===== src/rtl/adder_measure_ctrl.sv =====
// Measurement sequencer for a ring oscillator that runs through an adder under test.
// It latches the operands, lets the adder settle, runs the ring, counts its edges, then reports the sum.
module adder_measure_ctrl #(
  parameter int SETTLE_CYCLES = 2,
  parameter int DRAIN_CYCLES  = 3
) (
  input  logic        wb_clk_i,
  input  logic        rst_n,
  input  logic        start,
  input  logic        abort,
  input  logic [31:0] op_a,
  input  logic [31:0] op_b,
  input  logic [15:0] window_len,
  input  logic        use_bypass,
  input  logic        ring_in,
  input  logic [31:0] sum_in,
  output logic [31:0] adder_a,
  output logic [31:0] adder_b,
  output logic        ring_en,
  output logic        bypass_sel,
  output logic        busy,
  output logic        done,
  output logic [31:0] edge_count,
  output logic [31:0] sum_out
);

  typedef enum logic [2:0] {
    IDLE   = 3'd0,
    LOAD   = 3'd1,
    RUN    = 3'd2,
    DRAIN  = 3'd3,
    REPORT = 3'd4
  } state_t;

  localparam logic [15:0] SETTLE_LAST = 16'(SETTLE_CYCLES - 1);
  localparam logic [15:0] DRAIN_LAST  = 16'(DRAIN_CYCLES - 1);

  state_t      state_q, state_d;
  logic [15:0] cnt_q, cnt_d;
  logic [31:0] op_a_q, op_a_d;
  logic [31:0] op_b_q, op_b_d;
  logic [15:0] win_q, win_d;
  logic        byp_q, byp_d;
  logic [31:0] edge_count_q, edge_count_d;
  logic [31:0] sum_out_q, sum_out_d;
  logic        ring_s1_q, ring_s1_d;
  logic        ring_s2_q, ring_s2_d;
  logic        ring_dly_q, ring_dly_d;
  logic        start_ok;
  logic        ring_rise;

  // Abort outranks start, so a simultaneous request never launches a measurement.
  assign start_ok  = (state_q == IDLE) && start && !abort;
  assign ring_rise = ring_s2_q && !ring_dly_q;

  always_ff @(posedge wb_clk_i or negedge rst_n) begin
    if (!rst_n) begin
      state_q      <= IDLE;
      cnt_q        <= '0;
      op_a_q       <= '0;
      op_b_q       <= '0;
      win_q        <= '0;
      byp_q        <= 1'b0;
      edge_count_q <= '0;
      sum_out_q    <= '0;
      ring_s1_q    <= 1'b0;
      ring_s2_q    <= 1'b0;
      ring_dly_q   <= 1'b0;
    end else begin
      state_q      <= state_d;
      cnt_q        <= cnt_d;
      op_a_q       <= op_a_d;
      op_b_q       <= op_b_d;
      win_q        <= win_d;
      byp_q        <= byp_d;
      edge_count_q <= edge_count_d;
      sum_out_q    <= sum_out_d;
      ring_s1_q    <= ring_s1_d;
      ring_s2_q    <= ring_s2_d;
      ring_dly_q   <= ring_dly_d;
    end
  end

  // The phase counter is loaded with (length - 1) on entry and only decrements while nonzero.
  always_comb begin
    state_d = state_q;
    cnt_d   = cnt_q;
    case (state_q)
      IDLE: begin
        if (start_ok) begin
          state_d = LOAD;
          cnt_d   = SETTLE_LAST;
        end
      end
      LOAD: begin
        if (abort) begin
          state_d = DRAIN;
          cnt_d   = DRAIN_LAST;
        end else if (cnt_q == 16'd0) begin
          if (win_q == 16'd0) begin
            state_d = DRAIN;
            cnt_d   = DRAIN_LAST;
          end else begin
            state_d = RUN;
            cnt_d   = win_q - 16'd1;
          end
        end else begin
          cnt_d = cnt_q - 16'd1;
        end
      end
      RUN: begin
        if (abort || (cnt_q == 16'd0)) begin
          state_d = DRAIN;
          cnt_d   = DRAIN_LAST;
        end else begin
          cnt_d = cnt_q - 16'd1;
        end
      end
      DRAIN: begin
        if (cnt_q == 16'd0) begin
          state_d = REPORT;
        end else begin
          cnt_d = cnt_q - 16'd1;
        end
      end
      REPORT: begin
        state_d = IDLE;
        cnt_d   = 16'd0;
      end
      default: begin
        state_d = IDLE;
        cnt_d   = 16'd0;
      end
    endcase
  end

  always_comb begin
    op_a_d       = op_a_q;
    op_b_d       = op_b_q;
    win_d        = win_q;
    byp_d        = byp_q;
    edge_count_d = edge_count_q;
    sum_out_d    = sum_out_q;
    ring_s1_d    = ring_in;
    ring_s2_d    = ring_s1_q;
    ring_dly_d   = ring_s2_q;
    if (start_ok) begin
      op_a_d       = op_a;
      op_b_d       = op_b;
      win_d        = window_len;
      byp_d        = use_bypass;
      edge_count_d = '0;
    end else if (((state_q == RUN) || (state_q == DRAIN)) && ring_rise &&
                 (edge_count_q != 32'hFFFF_FFFF)) begin
      edge_count_d = edge_count_q + 32'd1;
    end
    // Capture on entry so sum_out is already valid during the done pulse.
    if ((state_d == REPORT) && (state_q != REPORT)) begin
      sum_out_d = sum_in;
    end
  end

  always_comb begin
    ring_en    = (state_q == RUN);
    busy       = (state_q != IDLE);
    done       = (state_q == REPORT);
    adder_a    = op_a_q;
    adder_b    = op_b_q;
    bypass_sel = byp_q;
    edge_count = edge_count_q;
    sum_out    = sum_out_q;
  end

endmodule


===== config.mk =====
export PLATFORM = sky130hd
export DESIGN_NAME = adder_measure_ctrl
export DESIGN_NICKNAME = d
export VERILOG_FILES = /design/src/rtl/adder_measure_ctrl.sv
export SDC_FILE = /design/constraint.sdc
export NUM_CORES = 1
export LEC_CHECK = 0
export ABC_CLOCK_PERIOD_IN_PS = 5800
export CORE_ASPECT_RATIO = 0.7
export CORE_MARGIN = 2
export CORE_UTILIZATION = 50
export CTS_CLUSTER_SIZE = 24
export DETAILED_ROUTE_END_ITERATION = 12
export GPL_ROUTABILITY_DRIVEN = 0
export PLACE_DENSITY = 0.85
export SYNTH_ARGS = -nofsm -noshare
export SYNTH_HDL_FRONTEND = slang
export SYNTH_SLANG_ARGS = --single-unit

===== constraint.sdc =====
create_clock -name wb_clk_i -period 5.8 [get_ports wb_clk_i]
set_input_delay 1.45 -clock wb_clk_i [delete_from_list [all_inputs] [get_ports wb_clk_i]]
set_output_delay 1.45 -clock wb_clk_i [all_outputs]
set_load 0.03 [all_outputs]

==> impl_metrics.xml, run 1 <==
<?xml version="1.0" encoding="UTF-8"?>
<metrics>
  <group name="outcome">
    <metric name="status" unit="">finished clean</metric>
  </group>
  <group name="yosys">
    <metric name="synth.distinct_cells" unit="">52</metric>
    <metric name="synth_seq_area_share" unit="">0.548</metric>
    <metric name="synth-seq-cells" unit="">167</metric>
    <metric name="netlist_top_cells_area" unit="">sky130_fd_sc_hd__dfrtp_1, sky130_fd_sc_hd__nand2_1, sky130_fd_sc_hd__mux2_2</metric>
    <metric name="synth_top_cell_by_area" unit="">sky130_fd_sc_hd__dfrtp_1</metric>
    <metric name="synthCells" unit="">815</metric>
    <metric name="most_common_flop_cell_mapped_by_yosys" unit="">sky130_fd_sc_hd__dfrtp_1</metric>
    <metric name="synth.avg_cell_area" unit="µm²">9.35</metric>
    <metric name="post_synth_instance_area" unit="µm²">7620</metric>
    <metric name="postSynthNetCount" unit="">936</metric>
    <metric name="synthArstFlopShare" unit="">1.00</metric>
    <metric name="synth.top_cell.area_share" unit="">0.548</metric>
    <metric name="yosysWarnings" unit="">0</metric>
    <metric name="synth-edff-count" unit="">0</metric>
  </group>
  <group name="clock_tree">
    <metric name="hold_bufs_at_cts" unit="">0</metric>
    <metric name="h-tree-depth" unit="">4</metric>
    <metric name="cts_inserted_buffers" unit="">17</metric>
    <metric name="max-clock-path-buffers" unit="">2</metric>
    <metric name="cts_resized" unit="">0</metric>
    <metric name="cts_tree" unit="">done</metric>
    <metric name="clkSinkCount" unit="">167</metric>
    <metric name="clkSlewWorstSetupHoldPaths" unit="ns">0.06</metric>
    <metric name="worstSkewPairLatency" unit="ns">0.42</metric>
    <metric name="cts_root_buffer" unit="">sky130_fd_sc_hd__clkbuf_16</metric>
    <metric name="post_cts_buffers" unit="">0</metric>
  </group>
  <group name="drt">
    <metric name="total_iterations_of_the_first_detailed_routing_run" unit="">5</metric>
    <metric name="antenna_left" unit="">0</metric>
    <metric name="mean_number_of_vias_per_cell" unit="">5.43</metric>
    <metric name="wirelength" unit="µm">21100</metric>
    <metric name="vias" unit="">6852</metric>
    <metric name="drc" unit="">0</metric>
    <metric name="first_iter_violations" unit="">560</metric>
    <metric name="routed_wire_length_per_instance" unit="µm">16.8</metric>
  </group>
  <group name="power_and_ir_drop">
    <metric name="total_leakage_power" unit="nW">4.84</metric>
    <metric name="power-per-cell-area" unit="nW/µm²">570</metric>
    <metric name="vdd_ir_drop_max" unit="mV">0.312</metric>
    <metric name="design_power_total" unit="mW">6.17</metric>
  </group>
  <group name="finish">
    <metric name="final_area" unit="µm²">10800</metric>
    <metric name="multi_input_comb_area" unit="µm²">3250</metric>
    <metric name="area_growth_syn_to_layout" unit="%">42.0</metric>
    <metric name="nets" unit="">1174</metric>
    <metric name="antenna-diode-count" unit="">0</metric>
    <metric name="most_common_cell_after_layout_fill_and_taps_aside" unit="">sky130_fd_sc_hd__nand2_1</metric>
    <metric name="layout.cells.most_common_list" unit="">sky130_fd_sc_hd__nand2_1, sky130_fd_sc_hd__clkdlybuf4s50_1, sky130_fd_sc_hd__dfrtp_1, sky130_fd_sc_hd__nor2_1, sky130_fd_sc_hd__mux2_2</metric>
    <metric name="final_layout_size_suffix_gt1_frac" unit="">0.0835</metric>
    <metric name="fillCellCount" unit="">1126</metric>
    <metric name="regArea" unit="µm²">4180</metric>
  </group>
  <group name="floorplan">
    <metric name="placeable_core_region" unit="µm²">14800</metric>
    <metric name="placement_rows" unit="">37</metric>
    <metric name="die_h" unit="µm">107</metric>
    <metric name="initial_core_util" unit="">0.514</metric>
    <metric name="ios" unit="">250</metric>
    <metric name="die_width" unit="µm">152</metric>
    <metric name="floorplan.die_area" unit="µm²">16300</metric>
  </group>
  <group name="timing">
    <metric name="finalSetupTns" unit="ns">0</metric>
    <metric name="max_slew_margin" unit="">0.386</metric>
    <metric name="final_min_period_over_clock_period" unit="">0.613</metric>
    <metric name="setup_viol_count_final" unit="">0</metric>
    <metric name="worst_tran_pin_value" unit="ns">0.908</metric>
    <metric name="worst_hold_slack" unit="ns">0.357</metric>
    <metric name="final_period_minus_worst_setup_slack" unit="ns">3.55</metric>
    <metric name="timing.fmax" unit="GHz">0.281</metric>
    <metric name="slew_viol_final" unit="">0</metric>
    <metric name="rsz0062_at_grt" unit="">false</metric>
    <metric name="timing.clock.skew" unit="ns">0.0110</metric>
    <metric name="hold_viol" unit="">0</metric>
  </group>
  <group name="setup_path">
    <metric name="kind_of_start_point_of_the_critical_path" unit="">primary input</metric>
    <metric name="crit_required" unit="ns">6.14</metric>
    <metric name="setup.worst_path.end_class" unit="">flop</metric>
    <metric name="cp_data_arrival_time" unit="ns">3.89</metric>
    <metric name="timing.reg2reg.setup_slack" unit="ns">2.48</metric>
    <metric name="cp_max_fanout" unit="">34</metric>
    <metric name="critical_path_class" unit="">in -&gt; reg</metric>
  </group>
  <group name="place">
    <metric name="placement.cell_area" unit="µm²">10300</metric>
    <metric name="hpwlAfterDp" unit="µm">15000</metric>
    <metric name="portBuffers" unit="">249</metric>
  </group>
  <group name="job">
    <metric name="drv_cap" unit="">0</metric>
  </group>
  <group name="grt">
    <metric name="grt_overflow" unit="">0</metric>
    <metric name="antenna_found_initial" unit="">0</metric>
    <metric name="grtUsageTotal" unit="">0.265</metric>
    <metric name="first_global_vias" unit="">6534</metric>
    <metric name="grt_pass1_wl" unit="µm">33700</metric>
    <metric name="grt_max_degree" unit="">86</metric>
  </group>
  <group name="worst_hold_path">
    <metric name="min_path_type" unit="">reg -&gt; reg</metric>
  </group>
</metrics>
==> Yosys cell counts, types with 7 or more instances <==
cell and number:
sky130_fd_sc_hd__xnor2_1 23, sky130_fd_sc_hd__inv_1 8, sky130_fd_sc_hd__a21oi_1 16, sky130_fd_sc_hd__xor2_1 8
sky130_fd_sc_hd__mux2_2 32, sky130_fd_sc_hd__dfrtp_1 167, sky130_fd_sc_hd__nor4_1 10, sky130_fd_sc_hd__nor2_1 58
sky130_fd_sc_hd__nor3_1 18, sky130_fd_sc_hd__nand4_1 13, sky130_fd_sc_hd__o21ai_0 21, sky130_fd_sc_hd__nand3_1 27
sky130_fd_sc_hd__nand2_1 268, sky130_fd_sc_hd__a22o_1 7, sky130_fd_sc_hd__or3_1 14, sky130_fd_sc_hd__or4_1 7
sky130_fd_sc_hd__clkbuf_1 32
==> final timing paths <==
kind / depth (start not counted) / startpoint / endpoint
worst max register to register: 10 / cnt_q[0] / cnt_q[13]
max in group asynchronous: 2 / rst_n / sum_out[15]
min in group asynchronous: 1 / rst_n / sum_out[25]
worst min-delay path: 0 / ring_s1_q / ring_dly_d
worst min register to register: 0 / ring_s1_q / ring_dly_d
worst max-delay path: 8 / abort / cnt_q[15]
==> layout make-up <==
type | count | area share
Tap cell | 195 | 0.0226
Clock inverter | 13 | 0.0102
Clock buffer | 19 | 0.0409
Sequential cell | 167 | 0.386
Inverter | 8 | 0.00278
Timing Repair Buffer | 258 | 0.237
Multi-Input combinational cell | 601 | 0.300
==> critical path, stage by stage <==
cell and delay, ns:
sky130_fd_sc_hd__clkdlybuf4s50_1 0.54, sky130_fd_sc_hd__nor2b_1 0.31, sky130_fd_sc_hd__nor2b_4 0.19, sky130_fd_sc_hd__buf_4 0.32, sky130_fd_sc_hd__a221o_1 0.20, sky130_fd_sc_hd__or2_1 0.54
sky130_fd_sc_hd__a21o_1 0.20, sky130_fd_sc_hd__a22o_1 0.14
==> layer usage <==
layer | routed length, µm | GRT usage | vias up
li1 | - | - | 3220
met1 | 9040 | 0.367 | 3312
met2 | 9750 | 0.410 | 305
met3 | 2250 | 0.0975 | 15
met4 | 102 | 0.0476 | 0
met5 | 0 | 0 | -
==> metrics by stage <==
step / util / instances / worst slack (ns)
after detailed placement: 0.693 / 1229 / 1.91
after floorplan: - / 815 / 2.94
after global routing: 0.730 / 1261 / 2.05
final: 0.730 / 1261 / 2.25
after CTS: 0.730 / 1261 / 2.28
after global placement: 0.693 / 1229 / 1.96
==> registers in the layout (all words and copies together), names as in the netlist <==
name	flops
adder_a	32
adder_b	32
bypass_sel	1
cnt_q	16
edge_count	32
ring_dly_d	1
ring_dly_q	1
ring_s1_q	1
state_q	3
sum_out	32
win_q	16
==> logic make-up after synthesis <==
kind of cell | count (synthesis) | share of synthesized area
adder cells (fa/ha/maj) | 3 | 0.00493
AND/OR/NAND/NOR | 451 | 0.262
buffers and inverters | 47 | 0.0268
flip-flops | 167 | 0.548
XOR/XNOR | 31 | 0.0356
AO/OA/AOI/OAI | 79 | 0.0685
multiplexers | 37 | 0.0539
==> power breakdown <==
part           internal, mW  leakage [nW]  switching [mW]
clock network         0.574         0.273           0.496
logic                  1.27          2.45            1.69
registers              1.67          2.12           0.469
total                  3.52          4.84            2.65
Power figures use the tool's default switching activity.
==> run 2, diff against run 1 <==
- ABC_CLOCK_PERIOD_IN_PS: 5800 -> 3050
- CORE_UTILIZATION: 50 -> 42
- PLACE_DENSITY: 0.85 -> 0.76
- clock period: 5.8 -> 3.05 ns (I/O delays scaled with it)
==> run 2 against run 1 <==
Compared with the run above: first-iteration DRC count rose by 1.4%; total power rose by 92%; global-route usage fell by 4.1 points; via count rose by 0.16%; non-clock buffer count rose by 14; highest routed layer unchanged; cell count rose by 4.4%; clock skew rose by 0.0033 ns; count of clock-buffer cells in the layout did not move; critical path depth did not move; setup slack got worse by 2.1 ns; register-to-register slack got worse by 2.3 ns; hold slack got worse by 0.053 ns.
==> impl_metrics.xml, run 2 (synthesized netlist as in run 1, its figures left out) <==
<?xml version="1.0" encoding="UTF-8"?>
<metrics>
  <group name="power_and_ir_drop">
    <metric name="total_leakage_power" unit="nW">4.92</metric>
    <metric name="power-per-cell-area" unit="nW/µm²">1070</metric>
    <metric name="vdd_ir_drop_max" unit="mV">0.585</metric>
  </group>
  <group name="grt">
    <metric name="first_global_vias" unit="">6612</metric>
    <metric name="grtUsageTotal" unit="">0.225</metric>
    <metric name="antenna_found_initial" unit="">0</metric>
    <metric name="grt_max_degree" unit="">111</metric>
    <metric name="grt_pass1_wl" unit="µm">33900</metric>
    <metric name="grt_overflow" unit="">0</metric>
  </group>
  <group name="setup_path">
    <metric name="crit_required" unit="ns">3.35</metric>
    <metric name="r2r_end" unit="">cnt_q[15]</metric>
    <metric name="kind_of_start_point_of_the_critical_path" unit="">flop</metric>
    <metric name="cp_max_fanout" unit="">15</metric>
    <metric name="critical_path_class" unit="">reg -&gt; reg</metric>
    <metric name="timing.reg2reg.setup_slack" unit="ns">0.15</metric>
    <metric name="r2r_cells" unit="">8</metric>
    <metric name="setup.worst_path.end_class" unit="">flop</metric>
    <metric name="cp_data_arrival_time" unit="ns">3.20</metric>
    <metric name="r2r-start" unit="">cnt_q[1]</metric>
  </group>
  <group name="finish">
    <metric name="area_growth_syn_to_layout" unit="%">45.0</metric>
    <metric name="final_layout_size_suffix_gt1_frac" unit="">0.0972</metric>
    <metric name="antenna-diode-count" unit="">0</metric>
    <metric name="most_common_cell_after_layout_fill_and_taps_aside" unit="">sky130_fd_sc_hd__nand2_1</metric>
    <metric name="layout.cells.most_common_list" unit="">sky130_fd_sc_hd__nand2_1, sky130_fd_sc_hd__clkdlybuf4s50_1, sky130_fd_sc_hd__dfrtp_1, sky130_fd_sc_hd__nor2_1, sky130_fd_sc_hd__mux2_2</metric>
    <metric name="final_area" unit="µm²">11000</metric>
    <metric name="nets" unit="">1188</metric>
  </group>
  <group name="timing">
    <metric name="rsz0062_at_grt" unit="">false</metric>
    <metric name="finalSetupTns" unit="ns">0</metric>
    <metric name="worst_tran_pin_value" unit="ns">0.694</metric>
    <metric name="timing.fmax" unit="GHz">0.345</metric>
    <metric name="final_min_period_over_clock_period" unit="">0.950</metric>
    <metric name="setup_viol_count_final" unit="">0</metric>
    <metric name="hold_viol" unit="">0</metric>
    <metric name="max_slew_margin" unit="">0.536</metric>
    <metric name="final_period_minus_worst_setup_slack" unit="ns">2.90</metric>
    <metric name="slew_viol_final" unit="">0</metric>
    <metric name="timing.clock.skew" unit="ns">0.0143</metric>
  </group>
  <group name="worst_hold_path">
    <metric name="min_path_type" unit="">in -&gt; async</metric>
  </group>
  <group name="clock_tree">
    <metric name="post_cts_buffers" unit="">0</metric>
    <metric name="cts_tree" unit="">done</metric>
    <metric name="cts_inserted_buffers" unit="">17</metric>
    <metric name="cts_root_buffer" unit="">sky130_fd_sc_hd__clkbuf_16</metric>
    <metric name="clkSinkCount" unit="">167</metric>
    <metric name="h-tree-depth" unit="">4</metric>
    <metric name="clkSlewWorstSetupHoldPaths" unit="ns">0.07</metric>
    <metric name="worstSkewPairLatency" unit="ns">0.43</metric>
    <metric name="max-clock-path-buffers" unit="">2</metric>
    <metric name="hold_bufs_at_cts" unit="">0</metric>
  </group>
  <group name="drt">
    <metric name="wirelength" unit="µm">21100</metric>
    <metric name="mean_number_of_vias_per_cell" unit="">5.22</metric>
    <metric name="total_iterations_of_the_first_detailed_routing_run" unit="">5</metric>
    <metric name="drc" unit="">0</metric>
    <metric name="antenna_left" unit="">0</metric>
    <metric name="routed_wire_length_per_instance" unit="µm">16.1</metric>
    <metric name="first_iter_violations" unit="">568</metric>
    <metric name="vias" unit="">6863</metric>
  </group>
  <group name="floorplan">
    <metric name="die_width" unit="µm">165</metric>
    <metric name="initial_core_util" unit="">0.426</metric>
    <metric name="floorplan.die_area" unit="µm²">19300</metric>
    <metric name="placement_rows" unit="">41</metric>
    <metric name="die_h" unit="µm">117</metric>
    <metric name="placeable_core_region" unit="µm²">17900</metric>
    <metric name="ios" unit="">250</metric>
  </group>
  <group name="place">
    <metric name="placement.cell_area" unit="µm²">10500</metric>
    <metric name="hpwlAfterDp" unit="µm">15000</metric>
    <metric name="portBuffers" unit="">249</metric>
  </group>
  <group name="job">
    <metric name="drv_cap" unit="">0</metric>
  </group>
  <group name="outcome">
    <metric name="status" unit="">finished clean</metric>
  </group>
</metrics>
## run 2: cell count changes in the layout (fill, tap and decap cells not counted), sizes merged
cell	previous run	this run
buf	10	24
inv	16	13
clkinvlp	1	3
clkinv	4	5
## run 2: cell type report
class / instances / area (µm²)
clock buffers: 19 / 443
clock inverters: 13 / 115
fillers: 1497 / 6850
inverters: 8 / 30.0
multi-input cells: 601 / 3260
flip-flops and latches: 167 / 4180
well taps: 236 / 295
repair buffers: 272 / 2730
## run 2: critical path, cell delays in order, from the launching register on
cell and delay (ns):
sky130_fd_sc_hd__dfrtp_1 0.41, sky130_fd_sc_hd__inv_1 0.07, sky130_fd_sc_hd__ha_1 0.16, sky130_fd_sc_hd__or3b_2 0.52, sky130_fd_sc_hd__or4_4 0.59, sky130_fd_sc_hd__a221o_1 0.35
sky130_fd_sc_hd__or2_4 0.32, sky130_fd_sc_hd__a21o_1 0.18, sky130_fd_sc_hd__a22o_1 0.17
## run 2: report_power, final
group	switching (mW)	leakage, nW	internal [mW]
Clock	0.960	0.265	1.09
Combinational	3.23	2.54	2.49
Sequential	0.868	2.12	3.18
## run 2: repair_timing
item	4_1_cts	5_1_grt
endpoints found under the hold margin	0	0
gates resized for setup	0	3
setup endpoints to repair	0	16
## run 2: per-layer routing
metal / global-route usage / vias to the layer above / part of all wire
met2: 0.333 / 306 / 0.43
met3: 0.0898 / 22 / 0.11
met4: 0.0539 / 0 / 0.0093
li1: - / 3262 / -
met1: 0.310 / 3273 / 0.44
met5: 0 / - / 0
## run 2: metrics by stage
step	setup WS, ns	instances	hold WS [ns]	power [mW]	util
2_1_floorplan	0.186	815	0.331	7.26	-
3_3_place_gp	0.0971	1284	0.333	9.62	0.586
3_5_place_dp	0.0157	1284	0.336	9.76	0.586
4_1_cts	0.00782	1316	0.315	11.9	0.617
5_1_grt	0.0530	1316	0.338	12.5	0.617
6_report	0.152	1316	0.304	11.8	0.617
## run 2: worst max-delay path by stage
stage,startpoint,to
2_1_floorplan,cnt_q[0],cnt_q[3]
3_3_place_gp,cnt_q[1],cnt_q[15]
3_5_place_dp,cnt_q[1],cnt_q[15]
4_1_cts,cnt_q[1],cnt_q[4]
5_1_grt,cnt_q[1],cnt_q[15]
6_report,cnt_q[1],cnt_q[15]
==> run 3, diff against run 2 <==
- PLACE_DENSITY: 0.76 -> 0.74
==> run 3 against run 2 <==
Compared with the run above: setup slack better by 0.016 ns; clock power up 11%; critical endpoint is now busy; final area up 0.61%; total power up 1.7%; critical path depth down 6.
==> impl_metrics.xml, run 3 (synthesized netlist as in run 1, its figures left out) <==
<?xml version="1.0" encoding="UTF-8"?>
<metrics>
  <group name="outcome">
    <metric name="status" unit="">finished clean</metric>
  </group>
  <group name="place">
    <metric name="hpwlAfterDp" unit="µm">15400</metric>
    <metric name="dpl.cell_count" unit="">1282</metric>
    <metric name="portBuffers" unit="">249</metric>
  </group>
  <group name="timing">
    <metric name="rsz0062_at_grt" unit="">false</metric>
    <metric name="worst_tran_pin_value" unit="ns">0.647</metric>
    <metric name="slew_viol_final" unit="">0</metric>
    <metric name="finalSetupTns" unit="ns">0</metric>
    <metric name="timing.clock.skew" unit="ns">0.0124</metric>
    <metric name="worst_hold_slack" unit="ns">0.320</metric>
    <metric name="timing.fmax" unit="GHz">0.347</metric>
    <metric name="final_period_minus_worst_setup_slack" unit="ns">2.88</metric>
    <metric name="setup_viol_count_final" unit="">0</metric>
    <metric name="max_slew_margin" unit="">0.568</metric>
    <metric name="final_min_period_over_clock_period" unit="">0.945</metric>
    <metric name="hold_viol" unit="">0</metric>
  </group>
  <group name="setup_path">
    <metric name="count_of_buffering_cells_on_the_critical_path_with_inverters_included" unit="">1</metric>
    <metric name="r2r_cells" unit="">7</metric>
    <metric name="setup.worst_path.end_class" unit="">output pin</metric>
    <metric name="cpMaxStageDelayCell" unit="">sky130_fd_sc_hd__clkdlybuf4s50_1</metric>
    <metric name="critPathMaxStageDelay" unit="ns">0.66</metric>
    <metric name="cp_max_fanout" unit="">11</metric>
    <metric name="kind_of_start_point_of_the_critical_path" unit="">flop</metric>
    <metric name="crit_required" unit="ns">2.29</metric>
    <metric name="critical_path_class" unit="">reg -&gt; out</metric>
    <metric name="cp_data_arrival_time" unit="ns">2.12</metric>
    <metric name="crit_chain" unit="">or3_1, clkdlybuf4s50_1</metric>
    <metric name="critPathTopFamily" unit="">buffers and inverters</metric>
    <metric name="path_depth" unit="">2</metric>
  </group>
  <group name="clock_tree">
    <metric name="cts_inserted_buffers" unit="">17</metric>
    <metric name="clkSlewWorstSetupHoldPaths" unit="ns">0.07</metric>
    <metric name="cts_tree" unit="">done</metric>
    <metric name="clkSinkCount" unit="">167</metric>
    <metric name="max-clock-path-buffers" unit="">2</metric>
    <metric name="worstSkewPairLatency" unit="ns">0.42</metric>
    <metric name="h-tree-depth" unit="">4</metric>
    <metric name="cts_root_buffer" unit="">sky130_fd_sc_hd__clkbuf_16</metric>
  </group>
  <group name="finish">
    <metric name="most_common_cell_after_layout_fill_and_taps_aside" unit="">sky130_fd_sc_hd__nand2_1</metric>
    <metric name="regArea" unit="µm²">4180</metric>
    <metric name="multi_input_comb_area" unit="µm²">3260</metric>
    <metric name="antenna-diode-count" unit="">0</metric>
    <metric name="layout.cells.most_common_list" unit="">sky130_fd_sc_hd__nand2_1, sky130_fd_sc_hd__clkdlybuf4s50_1, sky130_fd_sc_hd__dfrtp_1, sky130_fd_sc_hd__nor2_1, sky130_fd_sc_hd__mux2_2</metric>
    <metric name="fillCellCount" unit="">1520</metric>
    <metric name="final_layout_size_suffix_gt1_frac" unit="">0.0946</metric>
    <metric name="final_cells" unit="">1314</metric>
    <metric name="area_growth_syn_to_layout" unit="%">45.9</metric>
    <metric name="nets" unit="">1186</metric>
  </group>
  <group name="grt">
    <metric name="groute.layer.met3.usage" unit="">0.0920</metric>
    <metric name="gr-usage-met2" unit="">0.339</metric>
    <metric name="antenna_found_initial" unit="">0</metric>
    <metric name="grt_overflow" unit="">0</metric>
    <metric name="grt_max_degree" unit="">111</metric>
    <metric name="grtUsageTotal" unit="">0.229</metric>
    <metric name="grt_pass1_wl" unit="µm">34500</metric>
    <metric name="first_global_vias" unit="">6639</metric>
    <metric name="grt_util_met1" unit="">0.319</metric>
    <metric name="gr-max-usage-layer" unit="">met2</metric>
  </group>
  <group name="job">
    <metric name="drv_cap" unit="">0</metric>
  </group>
  <group name="floorplan">
    <metric name="die_width" unit="µm">165</metric>
    <metric name="initial_core_util" unit="">0.426</metric>
    <metric name="ios" unit="">250</metric>
    <metric name="floorplan.die_area" unit="µm²">19300</metric>
    <metric name="placeable_core_region" unit="µm²">17900</metric>
    <metric name="die_h" unit="µm">117</metric>
    <metric name="placement_rows" unit="">41</metric>
  </group>
  <group name="drt">
    <metric name="wirelength" unit="µm">21600</metric>
    <metric name="total_iterations_of_the_first_detailed_routing_run" unit="">5</metric>
    <metric name="antenna_left" unit="">0</metric>
    <metric name="first_iter_violations" unit="">548</metric>
    <metric name="vias" unit="">6807</metric>
    <metric name="mean_number_of_vias_per_cell" unit="">5.18</metric>
    <metric name="routed_wire_length_per_instance" unit="µm">16.4</metric>
    <metric name="drc" unit="">0</metric>
  </group>
  <group name="power_and_ir_drop">
    <metric name="vdd_ir_drop_max" unit="mV">0.713</metric>
    <metric name="power-per-cell-area" unit="nW/µm²">1080</metric>
    <metric name="design_power_total" unit="mW">12.0</metric>
    <metric name="total_leakage_power" unit="nW">4.96</metric>
  </group>
  <group name="worst_hold_path">
    <metric name="min_path_type" unit="">in -&gt; async</metric>
  </group>
</metrics>
[run 3: timing repair]
| action | in CTS | in global routing |
|---|---|---|
| gates resized for setup | 0 | 2 |
| setup buffers | 0 | 0 |
| hold buffers | 0 | 0 |
| endpoints found under the setup margin | 0 | 5 |
[run 3: layout make-up]
cell class,count,area share
Clock buffer,18,0.0386
Clock inverter,14,0.0174
Inverter,8,0.00270
Multi-Input combinational cell,601,0.294
Sequential cell,167,0.376
Tap cell,236,0.0266
Timing Repair Buffer,270,0.245
[run 3: per-layer routing]
metal / share of wire / vias up / wire (µm)
met4: 0.0086 / 0 / 185
met2: 0.43 / 262 / 9330
li1: - / 3255 / -
met1: 0.46 / 3275 / 9850
met3: 0.10 / 15 / 2190
met5: 0 / - / 0
[run 3: through the flow]
| step | worst slack (ns) | cell area [µm²] | utilization |
|---|---|---|---|
| 2_1_floorplan | 0.186 | 7620 | - |
| 3_3_place_gp | 0.200 | 10500 | 0.586 |
| 3_5_place_dp | 0.154 | 10500 | 0.586 |
| 4_1_cts | 0.143 | 11100 | 0.620 |
| 5_1_grt | 0.0954 | 11100 | 0.621 |
| 6_report | 0.168 | 11100 | 0.621 |
[run 3: final timing paths]
path	from	endpoint	slack, ns
setup reg to reg	cnt_q[12]	cnt_q[15]	0.25
setup / recovery	state_q[1]	busy	0.17
hold reg to reg	ring_s1_q	ring_dly_d	0.35
min in group wb_clk_i	ring_s1_q	ring_dly_d	0.35
max in group asynchronous	rst_n	edge_count[30]	1.88
hold / removal	rst_n	sum_out[28]	0.32
[run 3: power by group]
group / internal [mW] / switching [mW]
Sequential: 3.18 / 0.870
Clock: 1.32 / 0.950
Combinational: 2.48 / 3.21
